$ cat src/rtl/coram_channel.sv
// rtl/coram_channel.sv - CoRAM channel: independent user<->thread up/down FIFOs (optional CORAM_CHANNEL_COUNT_EN adds occupancy outputs)

module coram_channel_fifo #(
  parameter int ADDR_LEN   = 4,
  parameter int DATA_WIDTH = 32
) (
  input  logic                  clk_i,
  input  logic                  rstn_i,
  input  logic [DATA_WIDTH-1:0] wdata_i,
  input  logic                  push_i,
  output logic                  full_o,
  output logic [DATA_WIDTH-1:0] rdata_o,
  input  logic                  pop_i,
  output logic                  empty_o
`ifdef CORAM_CHANNEL_COUNT_EN
  ,
  output logic [ADDR_LEN:0]     count_o
`endif
);

  localparam int DEPTH = 1 << ADDR_LEN;

  logic [ADDR_LEN:0]     wr_ptr_q, wr_ptr_d;
  logic [ADDR_LEN:0]     rd_ptr_q, rd_ptr_d;
  logic [DATA_WIDTH-1:0] rdata_q, rdata_d;
  logic [DATA_WIDTH-1:0] mem_q [DEPTH];
  logic                  push_ok, pop_ok;

  // Extra pointer MSB tells a full queue apart from an empty one.
  assign empty_o = (wr_ptr_q == rd_ptr_q);
  assign full_o  = (wr_ptr_q[ADDR_LEN-1:0] == rd_ptr_q[ADDR_LEN-1:0]) &&
                   (wr_ptr_q[ADDR_LEN] != rd_ptr_q[ADDR_LEN]);

  assign push_ok = push_i && !full_o;
  assign pop_ok  = pop_i && !empty_o;
  assign rdata_o = rdata_q;

`ifdef CORAM_CHANNEL_COUNT_EN
  assign count_o = wr_ptr_q - rd_ptr_q;
`endif

  always_comb begin
    wr_ptr_d = wr_ptr_q;
    rd_ptr_d = rd_ptr_q;
    rdata_d  = rdata_q;
    if (push_ok) begin
      wr_ptr_d = wr_ptr_q + 1'b1;
    end
    if (pop_ok) begin
      rd_ptr_d = rd_ptr_q + 1'b1;
      rdata_d  = mem_q[rd_ptr_q[ADDR_LEN-1:0]];
    end
  end

  always_ff @(posedge clk_i) begin
    if (!rstn_i) begin
      wr_ptr_q <= '0;
      rd_ptr_q <= '0;
      rdata_q  <= '0;
    end else begin
      wr_ptr_q <= wr_ptr_d;
      rd_ptr_q <= rd_ptr_d;
      rdata_q  <= rdata_d;
    end
  end

  // Storage is not reset; its contents are meaningless until written.
  always_ff @(posedge clk_i) begin
    if (push_ok) begin
      mem_q[wr_ptr_q[ADDR_LEN-1:0]] <= wdata_i;
    end
  end

endmodule

module coram_channel #(
  parameter CORAM_THREAD_NAME = "undefined",
  parameter CORAM_ID          = 0,
  parameter CORAM_ADDR_LEN    = 4,
  parameter CORAM_DATA_WIDTH  = 32
) (
  input  logic                        CLK,
  input  logic                        RST,
  input  logic [CORAM_DATA_WIDTH-1:0] D,
  input  logic                        ENQ,
  output logic                        FULL,
  output logic [CORAM_DATA_WIDTH-1:0] Q,
  input  logic                        DEQ,
  output logic                        EMPTY,
  input  logic [CORAM_DATA_WIDTH-1:0] THREAD_D,
  input  logic                        THREAD_ENQ,
  output logic                        THREAD_FULL,
  output logic [CORAM_DATA_WIDTH-1:0] THREAD_Q,
  input  logic                        THREAD_DEQ,
  output logic                        THREAD_EMPTY
`ifdef CORAM_CHANNEL_COUNT_EN
  ,
  output logic [CORAM_ADDR_LEN:0]     COUNT,
  output logic [CORAM_ADDR_LEN:0]     THREAD_COUNT
`endif
);

  // Identification parameters only; this empty block keeps them referenced.
  if ((CORAM_ID < 0) || ($bits(CORAM_THREAD_NAME) < 8)) begin : g_identity_unused
  end

  coram_channel_fifo #(
    .ADDR_LEN   (CORAM_ADDR_LEN),
    .DATA_WIDTH (CORAM_DATA_WIDTH)
  ) u_up_fifo (
    .clk_i   (CLK),
    .rstn_i  (RST),
    .wdata_i (D),
    .push_i  (ENQ),
    .full_o  (FULL),
    .rdata_o (THREAD_Q),
    .pop_i   (THREAD_DEQ),
`ifdef CORAM_CHANNEL_COUNT_EN
    .empty_o (THREAD_EMPTY),
    .count_o (COUNT)
`else
    .empty_o (THREAD_EMPTY)
`endif
  );

  coram_channel_fifo #(
    .ADDR_LEN   (CORAM_ADDR_LEN),
    .DATA_WIDTH (CORAM_DATA_WIDTH)
  ) u_down_fifo (
    .clk_i   (CLK),
    .rstn_i  (RST),
    .wdata_i (THREAD_D),
    .push_i  (THREAD_ENQ),
    .full_o  (THREAD_FULL),
    .rdata_o (Q),
    .pop_i   (DEQ),
`ifdef CORAM_CHANNEL_COUNT_EN
    .empty_o (EMPTY),
    .count_o (THREAD_COUNT)
`else
    .empty_o (EMPTY)
`endif
  );

endmodule

$ cat config.mk
export PLATFORM = sky130hd
export DESIGN_NAME = coram_channel
export DESIGN_NICKNAME = d
export VERILOG_FILES = /design/src/rtl/coram_channel.sv
export SDC_FILE = /design/constraint.sdc
export NUM_CORES = 1
export LEC_CHECK = 0
export CAP_MARGIN = 10
export CORE_ASPECT_RATIO = 2
export CORE_MARGIN = 4
export CORE_UTILIZATION = 48
export CTS_BUF_LIST = sky130_fd_sc_hd__clkbuf_8 sky130_fd_sc_hd__clkbuf_16
export DETAILED_ROUTE_END_ITERATION = 8
export GPL_TIMING_DRIVEN = 1
export SYNTH_ARGS = -nofsm -noshare
export SYNTH_HDL_FRONTEND = slang
export SYNTH_SLANG_ARGS = --single-unit
$ cat constraint.sdc
create_clock -name CLK -period 5 [get_ports CLK]
set_input_delay 0.75 -clock CLK [delete_from_list [all_inputs] [get_ports CLK]]
set_output_delay 0.75 -clock CLK [all_outputs]
set_load 0.02 [all_outputs]
Yosys cells after proc, flatten, opt, wreduce, memory -nomap -nowiden --
Memory sizes are Yosys's and may differ from the RTL's. A register that Yosys moved wholly into a read port is not among the register bits. Index checks and enable logic that the tools add are counted.
Word-level totals: bits in registers 20, bits in writable memories 1024, input bits 70, logic and storage cells 32, memories kept 2
Memories:
- u_down_fifo.mem_q | depth 16, bits a word 32, read ports 1, clocked after Yosys merged registers in 1, wr ports 1, line 26 | logic [DATA_WIDTH-1:0] mem_q [DEPTH];
- u_up_fifo.mem_q | depth 16, bits a word 32, read ports 1, clocked after Yosys merged registers in 1, wr ports 1, line 26
Cells by class: $add $sub $neg 4, eq/ne operators 6, multiplexer cells 4, reduce and logical (&&, ||, !) cells 12
Operator list (count):
- adder 5 x 1 -> 5 bit, second input constant | 4
- == test 5 bit | 2
- == test 4 bit | 2
- logical AND 1 bit | 6
- zero test 1 bit | 6
- two-way mux 1 bit | 4
- != test 1 bit | 2

Depth between registers and ports, before layout --
depth after elaboration 6, mapped depth 9, depth with buffers taken out 5

By module --
Synthesis repeated with hierarchy kept, for this count alone.
Second synthesis, totals: cells, all modules 2084, area, all modules 42343.1 um2
By module, submodules not included:
- coram_channel_fifo | instances 2, cells an instance 1042, area an instance 21171.6 um2, seq. area each 16215.6 um2

Worst setup path after synthesis --
OpenSTA, ideal clock, no wires.
path type input to register, start point in THREAD_ENQ, end point mem u_down_fifo.mem_q[3][0] (enable), arrival 3.129 ns, required time 4.539 ns, slack 1.410 ns, cell stages on the path 2, buffers on the path 0, path through o211ai_1 nor3_1
On the way: cells in the longest elaborated chain, start to end 3
Ends and longest elaborated chain:
- start: declaration | line 91 | input logic THREAD_ENQ,
- logical AND 1 bit | line 34 | assign push_ok = push_i && !full_o;
- two-way mux 1 bit | line 69 | if (push_ok) begin
- two-way mux 1 bit (not written as such) | line 70 | mem_q[wr_ptr_q[ADDR_LEN-1:0]] <= wdata_i;
- end: declaration | line 26
Every way passes these cells.

Worst setup path after layout --
start point reg u_up_fifo.rd_ptr_q[2], end point out THREAD_EMPTY
On the way: cells in the longest elaborated chain, start to end 1
Ends and longest elaborated chain:
- start: declaration | line 24 | logic [ADDR_LEN:0] rd_ptr_q, rd_ptr_d;
- start signal: assignment | line 62 | rd_ptr_q <= rd_ptr_d;
- == test 5 bit | line 30 | assign empty_o = (wr_ptr_q == rd_ptr_q);
- end: declaration | line 95 | output logic THREAD_EMPTY
Every way passes these cells.

==> flow_summary_export.csv <==
group,metric,value,unit
sta,setup-tns-final,0,ns
sta,tightest_slew,1.21,ns
layout,layout-drive-gt1-share,23.7,%
floorplan,core,0.0873,mm²
synthesis,synth-compound-area-share,4.62,%
synthesis,async_reset_ff_share,0,%
layout,syn_to_final_growth,13.3,%
drt,num_vias,20206,
drt,drc_errors,0,
status,status,"completed",
power_and_ir_drop,ir_drop,305,µV
synthesis,ys_seq_area_share,76.6,%
min_path,min_path_type,"reg -> reg",
clock_tree,clk_pin_slew_worst_paths,0.07,ns
sta,slew_violations,0,
sta,setup_viol,0,
critical_path,cp_data_required_time,4.25,ns
clock_tree,numCtsBuffers,94,
sta,setup_ws,1.43,ns
synthesis,synth_top_family_by_area,"multiplexers",
drt,wire_per_inst,27.8,µm
clock_tree,postCtsHoldBufs,0,
clock_tree,root_buffer,"clkbuf_16",
placed_design,dp_hpwl,56.1,mm
layout,final_nets,2295,
drt,drt-initial-drc-count,1729,
power_and_ir_drop,p_leak,14.7,nW
clock_tree,clock_path_buffers,3,
layout,final_util,55.0,%
power_and_ir_drop,power_density,417,mW/mm²
placed_design,place_congestion,0.790,
floorplan,die_h,428,µm
synthesis,yosysMostFrequentCell,"edfxtp_1",
sta,rsz0062_at_grt,"false",
synthesis,synth_edf_count,1024,
floorplan,die_x,218,µm
synthesis,ys_warn_count,0,
global_route,antenna_found_initial,3,
sta,final_hold_viol_count,0,
critical_path,end_kind,"primary output",
drt,wl,96.2,mm
critical_path,worst-path-max-fanout,48,
critical_path,crit_type,"reg -> out",
floorplan,initial_utilization,48.5,%
global_route,grt_pass1_vias,21664,
clock_tree,cts_htree_levels,3,
sta,finalCritPeriodShare,71.3,%
placed_design,dpl_worst_slack,1.60,ns
synthesis,synth_common_cells,"edfxtp_1 (1024), mux4_2 (192), a21oi_1 (132), mux2_2 (128), dfxtp_1 (84)",
floorplan,rows,153,
synthesis,syn-cell-area,0.0423,mm²
synthesis,yosys.area_share.simple,1.15,%
critical_path,startpoint_type,"register",
synthesis,synth_nets,2165,
placed_design,io_buffers,137,
drt,ant_nets,0,
synthesis,synth_top_cell_by_area,"edfxtp_1",
clock_tree,cts_resized,0,
synthesis,synth_fa_ha_area_share,0.295,%
drt,viasPerCell,5.84,
sta,relSlewSlack,19.1,%
synthesis,yosys.area.top_type_share,72.6,%
global_route,grt_start_max_net_pins,98,
sta,max_freq,0.280,GHz
global_route,grt_pass1_wl,141,mm
layout,fillers,6804,
job,drv_cap,0,
synthesis,synth_seq_cells,1108,
clock_tree,clock-sinks,1108,
clock_tree,clk_latency,0.67,ns
floorplan,io_pins,138,
synthesis,avgSynthCellArea,20.3,µm²
drt,drtPass1Iterations,5,
clock_tree,postCtsSetupBuffers,0,
global_route,grt_usage,20.6,%
critical_path,worstPathArrival,2.82,ns
synthesis,synth_cell_types,35,
clock_tree,cts_tree,"done",
synthesis,synth-xor-area-share,0.496,%
synthesis,synthTopCellsByArea,"edfxtp_1 (73%), mux4_2 (10%), dfxtp_1 (4.0%)",
sta,fin_skew,0.0265,ns
floorplan,die_area,0.0933,mm²
synthesis,synth_ff_type,"edfxtp_1",
global_route,grt_overflow_total,0,
synthesis,synthMuxAreaShare,15.3,%
synthesis,netlist_instances,2085,
power_and_ir_drop,post-layout-total-power,20.0,mW
sta,layout_min_cycle_time,3.57,ns
==> worst paths after layout <==
| path | endpoint | cells past startpoint | start | slack [ns] |
|---|---|---|---|---|
| min | u_down_fifo.rdata_o[19] | 2 | u_down_fifo.rdata_o[19] | 0.54 |
| max reg2reg | u_up_fifo.mem_q[11][31] | 4 | u_up_fifo.rd_ptr_q[2] | 1.56 |
| min reg2reg | u_down_fifo.rdata_o[19] | 2 | u_down_fifo.rdata_o[19] | 0.54 |
| max | THREAD_EMPTY | 4 | u_up_fifo.rd_ptr_q[2] | 1.43 |
==> per-layer routing <==
metal | up-vias | routed length [µm] | share of wire [%] | track usage [%]
met3 | 181 | 4570 | 4.7 | 3.64
met1 | 10599 | 35900 | 37 | 24.8
met2 | 560 | 52500 | 55 | 37.1
met5 | - | 8 | 0.0083 | 0
met4 | 2 | 3200 | 3.3 | 6.94
li1 | 8864 | - | - | -
==> per-stage QoR <==
stage          cell area [µm²]  hold WS, ns  std cells
6_report                 48000        0.538       3458
5_1_grt                  48000        0.567       3457
4_1_cts                  48000        0.544       3457
3_5_place_dp             44900        0.528       3281
3_3_place_gp             44900        0.522       3281
2_1_floorplan            42300        0.553       2085
==> power by group <==
group          switching, mW  internal [mW]
logic                   1.31          0.906
registers              0.135           10.4
clock network           3.25           4.05
total                   4.70           15.3
==> final cells by class <==
| class | count | area [µm²] | area share, % |
|---|---|---|---|
| Antenna cell | 1 | 2.50 | 0.00522 |
| Sequential cell | 1108 | 32500 | 67.7 |
| Timing Repair Buffer | 161 | 1570 | 3.28 |
| Clock inverter | 63 | 422 | 0.879 |
| Multi-Input combinational cell | 844 | 9350 | 19.5 |
| Inverter | 6 | 22.5 | 0.0470 |
| Tap cell | 1162 | 1450 | 3.03 |
| Clock buffer | 113 | 2690 | 5.61 |
==> sequential cells by signal, indices dropped and copies added (netlist names) <==
name,cells
u_down_fifo.mem_q,512
u_down_fifo.rd_ptr_q,5
u_down_fifo.rdata_o,32
u_down_fifo.wr_ptr_q,5
u_up_fifo.mem_q,512
u_up_fifo.rd_ptr_q,5
u_up_fifo.rdata_o,32
u_up_fifo.wr_ptr_q,5
==> critical path, stage by stage, from the launching register on <==
cell and delay [ns]:
dfxtp_4 0.84, xnor2_1 0.22, nand4_1 0.25, nor2_1 0.17
clkdlybuf4s50_1 0.62
==> cells in the final DEF (no fill, tap or decap), types with 26 or more instances in the layout <==
| cell | instances |
|---|---|
| a211oi_1 | 64 |
| a21oi_1 | 130 |
| and3_2 | 26 |
| clkbuf_16 | 101 |
| clkdlybuf4s50_1 | 136 |
| dfxtp_1 | 76 |
| edfxtp_1 | 1024 |
| mux2_2 | 128 |
| mux2i_1 | 70 |
| mux4_2 | 192 |
| o21ai_0 | 66 |
| o22ai_1 | 64 |
==> cells by family after synthesis <==
family | after synthesis
DFF | 1108
muxes | 390
AOI/OAI and AO/OA | 336
buffers and inverters | 133
and+or+nand+nor | 84
xor gates and xnor gates | 24
adders and majority gates | 10
Power figures use the tool's default switching activity.
